`src/rtl/acc_cpu_core.sv`:
```
// Accumulator CPU core: single-accumulator machine with a synchronous
// external memory port and a valid/ready input port.
module acc_cpu_core #(
  parameter int unsigned DATA_W = 8,
  parameter int unsigned ADDR_W = 5
) (
  input  logic              clk,
  input  logic              rst_n,
  output logic [ADDR_W-1:0] mem_addr,
  output logic              mem_re,
  output logic              mem_we,
  output logic [DATA_W-1:0] mem_wdata,
  input  logic [DATA_W-1:0] mem_rdata,
  input  logic [DATA_W-1:0] in_data,
  input  logic              in_valid,
  output logic              in_ready,
  output logic [DATA_W-1:0] acc,
  output logic              Aeq0,
  output logic              Apos,
  output logic              carry,
  output logic              overflow,
  output logic [ADDR_W-1:0] pc,
  output logic              halted
);

  localparam int unsigned MSB = DATA_W - 1;

  typedef enum logic [2:0] {
    S_FETCH, S_DECODE, S_EXEC, S_WB, S_INWAIT, S_HALT
  } state_t;

  typedef enum logic [2:0] {
    OP_LOAD, OP_STORE, OP_ADD, OP_SUB, OP_IN, OP_JZ, OP_JPOS, OP_HALT
  } op_t;

  state_t            state;
  state_t            state_nx;
  op_t               ir_op;
  logic [ADDR_W-1:0] ir_addr;
  logic [DATA_W:0]   sum;
  logic [DATA_W:0]   diff;
  logic              add_ovf;
  logic              sub_ovf;

  // Arithmetic against the word returned by memory in WB
  always_comb begin
    sum     = {1'b0, acc} + {1'b0, mem_rdata};
    diff    = {1'b0, acc} - {1'b0, mem_rdata};
    add_ovf = (acc[MSB] == mem_rdata[MSB]) && (sum[MSB] != acc[MSB]);
    sub_ovf = (acc[MSB] != mem_rdata[MSB]) && (diff[MSB] != acc[MSB]);
  end

  assign Aeq0      = (acc == '0);
  assign Apos      = ~acc[MSB];
  assign mem_wdata = acc;

  // State register
  always_ff @(posedge clk or negedge rst_n) begin
    if (!rst_n) state <= S_FETCH;
    else        state <= state_nx;
  end

  // Next state and strobes; strobes are forced low while reset is held
  always_comb begin
    state_nx = state;
    mem_addr = pc;
    mem_re   = 1'b0;
    mem_we   = 1'b0;
    in_ready = 1'b0;
    halted   = 1'b0;
    case (state)
      S_FETCH: begin
        mem_re   = 1'b1;
        state_nx = S_DECODE;
      end
      S_DECODE: state_nx = S_EXEC;
      S_EXEC: begin
        case (ir_op)
          OP_LOAD, OP_ADD, OP_SUB: begin
            mem_addr = ir_addr;
            mem_re   = 1'b1;
            state_nx = S_WB;
          end
          OP_STORE: begin
            mem_addr = ir_addr;
            mem_we   = 1'b1;
            state_nx = S_FETCH;
          end
          OP_IN:   state_nx = S_INWAIT;
          OP_HALT: state_nx = S_HALT;
          default: state_nx = S_FETCH;
        endcase
      end
      S_WB: state_nx = S_FETCH;
      S_INWAIT: begin
        in_ready = 1'b1;
        if (in_valid) state_nx = S_FETCH;
      end
      S_HALT: halted = 1'b1;
      default: state_nx = S_FETCH;
    endcase
    if (!rst_n) begin
      mem_re   = 1'b0;
      mem_we   = 1'b0;
      in_ready = 1'b0;
      halted   = 1'b0;
    end
  end

  // Datapath: instruction register, program counter, accumulator and flags
  always_ff @(posedge clk or negedge rst_n) begin
    if (!rst_n) begin
      ir_op    <= OP_LOAD;
      ir_addr  <= '0;
      pc       <= '0;
      acc      <= '0;
      carry    <= 1'b0;
      overflow <= 1'b0;
    end else begin
      case (state)
        S_DECODE: begin
          ir_op   <= op_t'(mem_rdata[MSB -: 3]);
          ir_addr <= mem_rdata[ADDR_W-1:0];
          pc      <= pc + ADDR_W'(1);
        end
        S_EXEC: begin
          if (ir_op == OP_JZ && acc == '0)    pc <= ir_addr;
          if (ir_op == OP_JPOS && !acc[MSB])  pc <= ir_addr;
        end
        S_WB: begin
          case (ir_op)
            OP_LOAD: acc <= mem_rdata;
            OP_ADD: begin
              acc      <= sum[DATA_W-1:0];
              carry    <= sum[DATA_W];
              overflow <= add_ovf;
            end
            OP_SUB: begin
              acc      <= diff[DATA_W-1:0];
              carry    <= diff[DATA_W];
              overflow <= sub_ovf;
            end
            default: ;
          endcase
        end
        S_INWAIT: if (in_valid) acc <= in_data;
        default: ;
      endcase
    end
  end

endmodule

```
`config.mk`:
```
export PLATFORM = sky130hd
export DESIGN_NAME = acc_cpu_core
export DESIGN_NICKNAME = d
export VERILOG_FILES = /design/src/rtl/acc_cpu_core.sv
export SDC_FILE = /design/constraint.sdc
export NUM_CORES = 1
export LEC_CHECK = 0
export BUFFER_PORTS_ARGS = -buffer_cell sky130_fd_sc_hd__buf_2
export CAP_MARGIN = 10
export CORE_UTILIZATION = 51
export DETAILED_ROUTE_END_ITERATION = 8
export GPL_TIMING_DRIVEN = 1
export PLACE_DENSITY = 0.76
export SETUP_SLACK_MARGIN = 0.15
export SYNTH_ARGS = -nofsm -noshare
export SYNTH_HDL_FRONTEND = slang
export SYNTH_SLANG_ARGS = --single-unit
```
`constraint.sdc`:
```
create_clock -name clk -period 2.12 [get_ports clk]
set_input_delay 0.424 -clock clk [delete_from_list [all_inputs] [get_ports clk]]
set_output_delay 0.424 -clock clk [all_outputs]
set_load 0.01 [all_outputs]
```
==> flow_metrics.py <==
metrics = {
    "status": {
        "outcome": "finished, final reports clean",
    },
    "synthesis": {
        "synth-warning-count": 0,
        "number_of_instances_in_the_synthesized_netlist": 260,
        "ys_dominant_reg_cell": "dfrtp_1",
        "yosys_register_bits": 26,
        "yosysTopAreaCellShare_pct": 28.7,
        "synthDominantAreaCellType": "dfrtp_1",
        "synth_sequential_area_ratio_pct": 28.7,
        "synth-edff-count": 0,
        "avgSynthCellArea_um2": 8.73,
        "netlist_top_cells_area": "dfrtp_1 29%, ha_1 9.9%, mux2_2 6.0%",
        "postSynthNetCount": 299,
        "synthDistinctLibCells": 55,
        "async_set_or_reset_register_ratio_after_synthesis_pct": 100,
        "synth_cell_area_um2": 2270,
    },
    "timing": {
        "timing.max_slew.rel_slack_pct": 76.6,
        "hold_viol": 0,
        "timing.final.max_slew_violations": 0,
        "tightestPinTransition_ns": 0.347,
        "clock.fmax_ghz": 0.489,
        "unrepaired_setup_endpoints_after_global_routing": "true",
        "fin_worst_skew_ns": 0.00654,
        "setup_violations": 0,
        "timing.hold.ws_ns": 0.00235,
        "finalCriticalPeriod_ns": 2.05,
        "layout_worst_path_cycle_share_pct": 96.5,
    },
    "placed_design": {
        "placed_cells": 371,
        "dp_hpwl_um": 4740,
        "place_congestion": 0.949,
        "placement.io_buffers": 52,
        "post_dp_cell_area_um2": 2690,
    },
    "route": {
        "drt-wirelength-per-cell_um": 16.6,
        "detailed_route_drc_error_count": 0,
        "average_via_count_per_standard_cell": 5.87,
        "dr_total_vias": 2247,
        "post_route_wl_um": 6350,
        "drtPass1Iterations": 4,
        "drt_iter0_markers": 131,
        "drtAntennaViolNets": 0,
    },
    "final_layout": {
        "final-instance-count-excl-fill": 383,
        "antenna_cells_inserted": 0,
        "fin_nets": 373,
        "postLayoutCellArea_um2": 2980,
        "area_growth_syn_to_layout_pct": 31.3,
        "post_route_cells_drive_above_1_share_pct": 42.9,
    },
    "worst_hold_path": {
        "holdCritPathClass": "in -> async",
    },
    "grt": {
        "wire_length_of_the_first_global_routing_pass_um": 9340,
        "grt.overflow.total": 0,
        "grt_use_total_pct": 26.9,
        "grt_max_degree": 19,
        "grt_pass1_vias": 1951,
        "number_of_antenna_violations_at_the_first_check_in_global_routing": 0,
    },
    "cts": {
        "clock_tree_from_tritoncts": "done",
        "clock_sink_count": 26,
        "number_of_buffers_created_by_cts": 3,
        "clk-insertion-delay-late_ns": 0.28,
        "cts.root.buffer_cell": "clkbuf_8",
        "worst_setup_hold_path_clk_slew_ns": 0.09,
        "cts.htree.levels": 1,
        "post_cts_hold_buffer_count": 0,
        "max-clock-path-buffers": 2,
    },
    "floorplan": {
        "boundary_pin_count": 53,
        "placement_rows": 23,
        "floorplan.initialDensity_pct": 54.8,
        "floorplan.die.height_um": 68.7,
        "die-width_um": 68.7,
        "floorplan.core_area_um2": 4140,
        "die_area_um2": 4720,
    },
    "worst_setup_path": {
        "r2r-start": "acc[0]$_DFFE_PN0P_",
        "crit_arrival_ns": 1.62,
        "timing.critical_path.to_type": "output port",
        "worst_ep_required_time_ns": 1.70,
        "worstRegToRegCells": 9,
        "timing.critical_path.fanout_max": 6,
        "rrSetupSlack_ns": 0.12,
        "crit-reg2reg-capture": "acc[6]$_DFFE_PN0P_",
        "critical_path.startpoint_type": "flop",
        "worstSetupPathType": "reg -> out",
    },
    "power": {
        "vdd.ir_drop.worst_v": 0.000791,
        "power_per_cell_area_nw_per_um2": 1650,
        "total_leakage_power_nw": 1.38,
        "total_power_mw": 4.91,
    },
    "job": {
        "max_cap_violations": 0,
    },
}
==> how the worst max path moves through the flow <==
stage                                     from                 end  slack (ns)
after floorplan             acc[0]$_DFFE_PN0P_  acc[6]$_DFFE_PN0P_        0.14
after global placement            mem_rdata[0]  acc[6]$_DFFE_PN0P_       -0.08
after detailed placement          mem_rdata[2]  acc[5]$_DFFE_PN0P_       -0.10
after CTS                 state[2]$_DFFE_PN0P_         mem_addr[1]        0.10
after global routing        acc[0]$_DFFE_PN0P_  acc[6]$_DFFE_PN0P_       -0.02
final                     state[2]$_DFFE_PN0P_         mem_addr[3]        0.07
==> cell families (layout without fill, tap and decap cells) <==
family	after synthesis	count (layout)	share of synthesized area (%)
buf+inv	36	109	8.60
flops	26	26	28.7
xor+xnor	6	6	2.32
mux	16	16	7.72
simple gates	87	87	20.9
fa+ha+maj	20	20	11.7
compound gates	69	69	20.1
==> cells in the mapped netlist (4+ instances only) <==
library cell  instances
nor2_1               12
nand2_1              18
nor2b_1               4
mux2i_1               4
o21ai_0              12
buf_4                12
ha_1                 18
a21oi_1              22
nor3_1                7
inv_1                15
o22ai_1               8
xnor2_1               4
nor4_1                4
dfrtp_1              26
mux2_2               12
a31oi_1               4
buf_2                 6
nand3_1              15
==> registers in the layout (all words and copies together) (netlist names) <==
register / cells
acc: 8
ir_addr: 5
pc: 5
ir_op: 3
state: 3
carry: 1
overflow: 1
==> final cells by class <==
type | instances | area, µm²
multi-input combinational | 198 | 1570
fill | 339 | 1160
sequential | 26 | 657
timing repair buffer | 90 | 574
tap | 50 | 62.6
inverter | 15 | 56.3
clock buffer | 4 | 55.1
==> worst max-delay path: stages, from the launching register on <==
cell	delay, ns
dfrtp_2	0.44
nor2_4	0.12
nand2_2	0.06
nor2_1	0.10
buf_4	0.18
mux2_4	0.32
buf_6	0.12
==> metal layers <==
| layer | vias to the layer above | track usage, % | share of wire, % |
|---|---|---|---|
| met5 | - | 0 | 0 |
| met4 | 0 | 4.85 | 1.6 |
| met3 | 13 | 4.61 | 6.1 |
| met2 | 96 | 42.6 | 46 |
| met1 | 1058 | 38.5 | 46 |
| li1 | 1080 | - | - |
==> what timing repair did <==
action	4_1_cts	5_1_grt
setup buffers	3	5
setup endpoints to repair	9	17
gates resized for setup	10	31
pin swaps	3	8
==> cell usage in the layout, fill, tap and decap left out, types with 7 or more instances in the layout <==
master	instances
nor2_1	11
mux2_2	7
dfrtp_1	21
nand3_1	15
o21ai_0	11
inv_1	13
o22ai_1	8
ha_1	14
buf_4	37
nand2_1	17
buf_2	48
a21oi_1	18
==> per-stage QoR <==
| stage | TNS, ns | util (%) | worst slack (ns) |
|---|---|---|---|
| after global routing | -0.0210 | 71.9 | -0.0210 |
| final | 0 | 71.9 | 0.0750 |
| after CTS | 0 | 67.6 | 0.102 |
| after detailed placement | -0.185 | 64.8 | -0.105 |
| after floorplan | 0 | - | 0.145 |
| after global placement | -0.0750 | 64.8 | -0.0750 |
==> report_power, final <==
group	internal, mW	leakage [nW]	total, mW	switching, mW
Clock	0.166	0.0288	0.327	0.160
Combinational	1.71	1.05	3.49	1.78
Sequential	0.757	0.300	1.09	0.334
Total	2.64	1.38	4.91	2.27
No activity file was read; power rests on OpenSTA's default activity.
